--- src/rtl/seg_scan_ctrl.sv ---
// seg_scan_ctrl: debounced button operands, iterative decimal split of their sum, multiplexed 4-digit display scan
module seg_scan_ctrl #(
  parameter int DEB_CYCLES = 250000,
  parameter int SCAN_DIV   = 50000
) (
  input  logic       clk,
  input  logic       rst_n,
  input  logic [7:0] btn,
  output logic [3:0] dig_val,
  output logic [3:0] dig_an,
  output logic       busy,
  output logic       upd
);
  localparam int DW = $clog2(DEB_CYCLES + 1);
  localparam int SW = $clog2(SCAN_DIV);
  typedef enum logic [1:0] {IDLE, LOAD, DIV, COMMIT} state_t;
  state_t state, nxt;
  logic [7:0] s1, s, cand, committed;
  logic [DW-1:0] deb_cnt;
  logic [3:0] op_a, op_b, q, disp_a, disp_b, tens, ones;
  logic [4:0] rem;
  logic [SW-1:0] tick;
  logic [1:0] idx;
  logic stable, trig, wrap;
  // synchronize inverted buttons and require DEB_CYCLES of stability before a value is usable
  always_ff @(posedge clk or negedge rst_n) begin
    if (!rst_n) begin
      s1 <= '0;
      s <= '0;
      cand <= '0;
      deb_cnt <= '0;
    end else begin
      s1 <= ~btn;
      s <= s1;
      if (s != cand) begin
        cand <= s;
        deb_cnt <= '0;
      end else if (deb_cnt != DW'(DEB_CYCLES)) deb_cnt <= deb_cnt + 1'b1;
    end
  end
  // conversion state register
  always_ff @(posedge clk or negedge rst_n) begin
    if (!rst_n) state <= IDLE;
    else state <= nxt;
  end
  // next state and status; the trigger is level based so a change seen while busy fires on the next IDLE cycle
  always_comb begin
    stable = deb_cnt == DW'(DEB_CYCLES);
    trig = state == IDLE && stable && cand != committed;
    busy = state != IDLE;
    upd = state == COMMIT;
    nxt = state;
    case (state)
      IDLE:    nxt = trig ? LOAD : IDLE;
      LOAD:    nxt = DIV;
      DIV:     nxt = rem >= 5'd10 ? DIV : COMMIT;
      default: nxt = IDLE;
    endcase
  end
  // operand latch, repeated subtract-10 division and display commit
  always_ff @(posedge clk or negedge rst_n) begin
    if (!rst_n) begin
      op_a <= '0;
      op_b <= '0;
      committed <= '0;
      rem <= '0;
      q <= '0;
      disp_a <= '0;
      disp_b <= '0;
      tens <= '0;
      ones <= '0;
    end else begin
      if (trig) begin
        op_a <= cand[3:0];
        op_b <= cand[7:4];
        committed <= cand;
      end
      if (state == LOAD) begin
        rem <= {1'b0, op_a} + {1'b0, op_b};
        q <= '0;
      end
      if (state == DIV && rem >= 5'd10) begin
        rem <= rem - 5'd10;
        q <= q + 4'd1;
      end
      if (state == COMMIT) begin
        disp_a <= op_a;
        disp_b <= op_b;
        tens <= q;
        ones <= rem[3:0];
      end
    end
  end
  // free-running slot timer, index advance and registered digit mux
  always_ff @(posedge clk or negedge rst_n) begin
    if (!rst_n) begin
      tick <= '0;
      idx <= '0;
      dig_val <= '0;
    end else begin
      tick <= wrap ? '0 : tick + 1'b1;
      if (wrap) idx <= idx + 2'd1;
      dig_val <= idx == 2'd0 ? disp_a : idx == 2'd1 ? disp_b : idx == 2'd2 ? tens : ones;
    end
  end
  // anodes blank for the first cycle of every slot to avoid ghosting
  always_comb begin
    wrap = tick == SW'(SCAN_DIV - 1);
    dig_an = tick == '0 ? 4'hF : ~(4'b0001 << idx);
  end
  tens_range: assert property (@(posedge clk) disable iff (!rst_n) tens <= 4'd3);
endmodule

--- config.mk ---
export PLATFORM = sky130hd
export DESIGN_NAME = seg_scan_ctrl
export DESIGN_NICKNAME = d
export VERILOG_FILES = /design/src/rtl/seg_scan_ctrl.sv
export SDC_FILE = /design/constraint.sdc
export NUM_CORES = 1
export LEC_CHECK = 0
export BUFFER_PORTS_ARGS = -buffer_cell sky130_fd_sc_hd__buf_2
export CAP_MARGIN = 0
export CELL_PAD_IN_SITES_DETAIL_PLACEMENT = 1
export CELL_PAD_IN_SITES_GLOBAL_PLACEMENT = 1
export CORE_UTILIZATION = 45
export CTS_BUF_LIST = sky130_fd_sc_hd__clkbuf_8
export DETAILED_ROUTE_END_ITERATION = 16
export GPL_TIMING_DRIVEN = 0
export MAX_ROUTING_LAYER = met4
export PLACE_DENSITY = 0.81
export SLEW_MARGIN = 25
export SYNTH_ARGS = -nofsm -noshare
export SYNTH_HDL_FRONTEND = slang
export SYNTH_SLANG_ARGS = --single-unit
--- constraint.sdc ---
create_clock -name clk -period 5.32 [get_ports clk]
set_input_delay 0.532 -clock clk [delete_from_list [all_inputs] [get_ports clk]]
set_output_delay 0.532 -clock clk [all_outputs]
set_load 0.01 [all_outputs]
# After elaboration in Yosys (flattened, before gate mapping)
# Index checks and enable logic that the tools add are counted.
[word_totals] ff_bits=107 inputBits=10 output_inout_bits=10 word_cells=60
[op_classes] addsub=6 n_lt_le_gt_ge=1 n_eq_ne=10 n_shift=1 mux=14 bitwise=2 n_reduce_logical=9
[op_table] cell="18-bit 2-to-1 mux" n=2
[op_table] cell="4-bit 2-to-1 mux" n=6
[op_table] cell="18-bit by 1-bit adder with 18-bit output (second input constant)" n=1
[op_table] cell="18-bit == test (second input constant)" n=1
[op_table] cell="18-bit != test (second input constant)" n=1
[op_table] cell="16-bit by 1-bit adder with 16-bit output (second input constant)" n=1
[op_table] cell="16-bit == test (second input constant)" n=1
[op_table] cell="16-bit zero test" n=1
[op_table] cell="16-bit 2-to-1 mux" n=1
[op_table] cell="8-bit != test" n=2
[op_table] cell="5-bit 2-to-1 mux" n=2
[op_table] cell="8-bit inverter" n=1
[op_table] cell="2-bit == test (second input constant)" n=3
[op_table] cell="2-bit case mux with 3 select lines" n=1
[op_table] cell="2-bit nonzero test" n=3
[op_table] cell="4-bit by 4-bit adder with 5-bit output" n=1
[op_table] cell="5-bit by 4-bit >= comparator with 1-bit output (second input constant)" n=1
[op_table] cell="5-bit by 4-bit subtractor with 5-bit output (second input constant)" n=1
[op_table] cell="4-bit by 1-bit adder with 4-bit output (second input constant)" n=1
[op_table] cell="2-bit by 1-bit == test with 1-bit output (second input constant)" n=2
[op_table] cell="2-bit zero test" n=2
[op_table] cell="4-bit inverter" n=1
[op_table] cell="1-bit by 2-bit left shift with 4-bit output (first input constant)" n=1
[op_table] cell="1-bit logical AND" n=3
[op_table] cell="2 further kinds" n=3

# Longest topological paths before layout
[logic_depth] word_depth=5 ltp_mapped=7 ltp_nobuf=7

# Least setup slack after synthesis
# No wires, ideal clock.
[synth_path] path_kind="reg-to-reg" from="reg deb_cnt[0]" to="reg committed[0]" setup_ps=125 t_arrival_ps=1796 required_ps=5195 setup_slack_ps=3399 stages_incl_launch_ff=8 n_path_buf=1 period_less_slack_ps=1921 cell_sequence="dfrtp_1 > inv_1 > ha_1 > and4b_1 > nand4_4 > a2111o_1 > buf_6 > mux2_4"
[synth_between] elab_chain_len=3
[synth_lines] item="start: declaration" line="19" source="logic [DW-1:0] deb_cnt;"
[synth_lines] item="start signal: assignment" line="38" source="end else if (deb_cnt != DW'(DEB_CYCLES)) deb_cnt <= deb_cnt + 1'b1;"
[synth_lines] item="18-bit == test" line="48" source="stable = deb_cnt == DW'(DEB_CYCLES);"
[synth_lines] item="1-bit logical AND (2 in series)" line="49" source="trig = state == IDLE && stable && cand != committed;"
[synth_lines] item="end signal: assignment" line="76" source="committed <= cand;"
[synth_lines] item="end: declaration" line="18" source="logic [7:0] s1, s, cand, committed;"
# Every way passes these cells.
# A chain may end at the register's enable or synchronous reset.

# Worst setup path after layout
[layout_path] from="reg tick[0]" to="out dig_an[1]"
[layout_between] elab_chain_len=2
[layout_lines] item="start: declaration" line="22" source="logic [SW-1:0] tick;"
[layout_lines] item="start signal: assignment" line="101" source="tick <= wrap ? '0 : tick + 1'b1;"
[layout_lines] item="16-bit zero test" line="109" source="dig_an = tick == '0 ? 4'hF : ~(4'b0001 << idx);"
[layout_lines] item="4-bit 2-to-1 mux" line="109"
[layout_lines] item="end: declaration" line="10" source="output logic [3:0] dig_an,"
# Every way passes these cells.

==> impl_results.md <==
- Clk pwr share: 0.382
- Hold Buf Count CTS: 0
- Nets: approximately 480
- Die span in x: 103.7 um
- Top delay family on crit path: simple AND/OR/NAND/NOR gates
- Clk Latency, worst-skew pair: 370 ps
- Top Ports: 20
- # Max-Cap Violations: 0
- Cells along the critical path: inv_1 > ha_1 > nor4b_1 > nand4_1 > nand2_1 > buf_2
- Fin crit share: 0.4405
- Critical path's largest stage delay: between 400 and 500 ps
- Layout Skew: around 12 ps
- Count of warnings emitted by yosys: 0
- Seq/Total Area, Yosys: 0.5321
- Ys flop type: dfrtp_1
- Remaining global-route overflow: 0
- Setup violations, final: 0
- Unrepaired setup endpoints after global routing: false
- Overall routing resource usage: 0.2018
- Max Buffers Root-to-Sink: 2
- Antenna Nets Post-Route: 0
- Inserted Diodes: 0
- Cts bufs inserted: 9
- Sw Ratio: 0.2321
- Pleak: around 0.0024 uW
- CTS tree: done
- CP max FO: 5
- Period minus WS final: 2343 ps
- WL final: 9558 um
- Max Freq: roughly 430 MHz
- Final Hold Viols: 0
- Met2 routed WL: a little under 5000 um
- Slew HR: 0.5155
- Vias in the first global route: 3429
- Crit end category: output pin
- Hold Slack: 40.31 ps
- Reg power frac: 0.594
- WL met1: approximately 4200 um
- Netlist cell types: 50
- Cell Pwr Density: 250.9 nW/um^2
- DRT iter0 DRCs: between 80 and 90
- Average size of a mapped cell: roughly 11 sq um
- Filler cell count: 1092
- Largest cells by area after synthesis: dfrtp_1 (53%), xor2_1 (5.3%), ha_1 (5.1%)
- Cell taking the most area after synthesis: dfrtp_1
- Met3 wire length: 231 um
- Data arrival, critical path: 1810 ps
- Sw Pwr: 299.9 uW
- Vias per std cell: 5.365
- DR WL/cell: 16.37 um
- Post-synth EDFFs: 0
- Worst Path Buf+Inv: 2
- Largest net degree at the start of global routing: 66
- Gp weighted congestion: approximately 0.78
- # rows: 36
- Synth Instances: 415
- Comb power frac: 0.024
- Share of cells above drive strength 1: 0.1574
- Worst path slowest cell: dfrtp_1
- HP Class: in2async
- Final core utilization: 0.5198
- CTS H-Tree Depth: 3
- Max Slew Vio Count: 0
- Routed via count: approximately 3100
- Setup TNS: 0 ps
- Synth Cell Area: 4656 sq um
- Clock Pin Slew Worst Setup and Hold Paths: 100 ps
- Final Total Pwr: 1293 uW
- FF-to-FF Start: deb_cnt[0]$_DFFE_PN0P_
- Starting Density: 0.4698
- Setup CP Type: reg2out
- Port Buffers: 19
- Max layer used: met4
- Worst vdd ir: between 0.15 and 0.2 mV
- Post-CTS setup buffers: 0
- Async SR Flop Fraction: 1.000
- CP required: roughly 4800 ps
- Die Span Y: 103.7 um
- First-pass GRT wire length: roughly 17000 um
- Critical Path Source: tick[0]$_DFF_PN0_
- Resize count post-CTS: 0
- Seq cells post-synth: 99
- P&R area growth vs syn: 10.64%
- Clock Sinks: 99
- Outcome: complete, no violations
- Post-synth top area share: 0.5321
- CP startpoint kind: flop
- Root buf cell: clkbuf_8
- Measured slew at the worst slew-check pin: 722.5 ps
- Drt first pass iters: 5
- Leading cell type in the layout, fill and taps excluded: dfrtp_1
- Internal cell power: 992.6 uW
- Initial antenna violation count: 0
- CORE AREA: 9910 sq um
- Drt drc: 0
- Die area: ~11000 sq um
- Detailed placement HPWL: 7073 um
- Syn_nets: 445
- Commonest non-fill, non-tap cells in the layout: dfrtp_1 (99), nor2_1 (32), inv_1 (28), xor2_1 (28), nand2_1 (22)
path summary, 6_finish.rpt:
path | end | slack [ps] | depth (start not counted)
max | dig_an[1] | 2980 | 6
min | tens[3]$_DFFE_PN0P_ | 40 | 1
max reg2reg | committed[2]$_DFFE_PN0P_ | 3190 | 7
min reg2reg | s[6]$_DFF_PN0_ | 350 | 0
max in group asynchronous | s[5]$_DFF_PN0_ | 4660 | 2
min in group clk | s1[3]$_DFF_PN0_ | 290 | 2
Yosys cell counts, drive strengths merged, types with 2 or more instances:
cell / n
dfrtp: 99
nor2: 32
inv: 28
xor2: 28
mux2: 25
nand2: 22
ha: 19
nand3: 18
clkbuf: 16
a21oi: 14
xnor2: 14
o21ai: 12
nor3: 9
nor4: 9
nand4: 8
mux2i: 6
nand3b: 5
o31ai: 5
and4: 4
buf: 4
nor2b: 4
or4: 4
a21o: 3
and3: 3
or2: 3
nand2b: 2
o211ai: 2
o21a: 2
or3: 2
power by group through the flow:
stage                     Clock, uW  Sequential (uW)  Combinational (uW)
after global placement            0              782                28.1
after CTS                       508              768                33.1
after floorplan                   0              781                9.41
final                           494              768                31.2
after global routing            535              769                36.9
after detailed placement          0              783                33.0
logic make-up (layout without fill, tap and decap cells):
kind of cell / count (synthesis) / count (layout) / share of synthesized area
compound gates: 45 / 45 / 0.06315
simple gates: 130 / 130 / 0.1516
mux: 31 / 31 / 0.07821
buf+inv: 48 / 84 / 0.04058
xor+xnor: 42 / 42 / 0.07901
flops: 99 / 99 / 0.5321
fa+ha+maj: 20 / 20 / 0.05536
sequential cells by signal, summed over array words and instances, names as in the netlist:
signal / cells
dig_val: 4
state: 2
s1: 8
rem: 5
deb_cnt: 18
disp_b: 4
tick: 16
ones: 4
s: 8
cand: 8
committed: 8
disp_a: 4
q: 4
tens: 4
idx: 2
stage by stage:
step | setup WS, ps | cell area [sq um] | instances
floorplan | 3399 | 4656 | 415
global placement | 2720 | 4917 | 567
detailed placement | 3223 | 4951 | 568
CTS | 2959 | 5151 | 584
global route | 2850 | 5151 | 584
finish | 2977 | 5151 | 584
layout make-up:
cell class | instances | area [sq um] | area share
inverters | 28 | 105.1 | 0.02040
multi-input cells | 268 | 1989 | 0.3862
clock buffers | 9 | 123.9 | 0.02405
clock inverters | 7 | 76.32 | 0.01482
well taps | 133 | 166.4 | 0.03231
plain buffers | 20 | 83.83 | 0.01627
repair buffers | 20 | 128.9 | 0.02502
flip-flops and latches | 99 | 2477 | 0.4809
layer usage:
metal / vias up / GRT usage
met4: 0 / 0.08878
met3: 18 / 0.03210
li1: 1474 / -
met5: - / -
met1: 1597 / 0.2437
met2: 44 / 0.3356
worst register-to-register path: cells and delay by family (launching register included):
kind / cells / cell delay (ps)
flops: 1 / 430
compound gates: 1 / 420
fa+ha+maj: 1 / 150
simple gates: 2 / 450
buf+inv: 2 / 260
mux: 1 / 300
(Power assumes the default switching activity.)
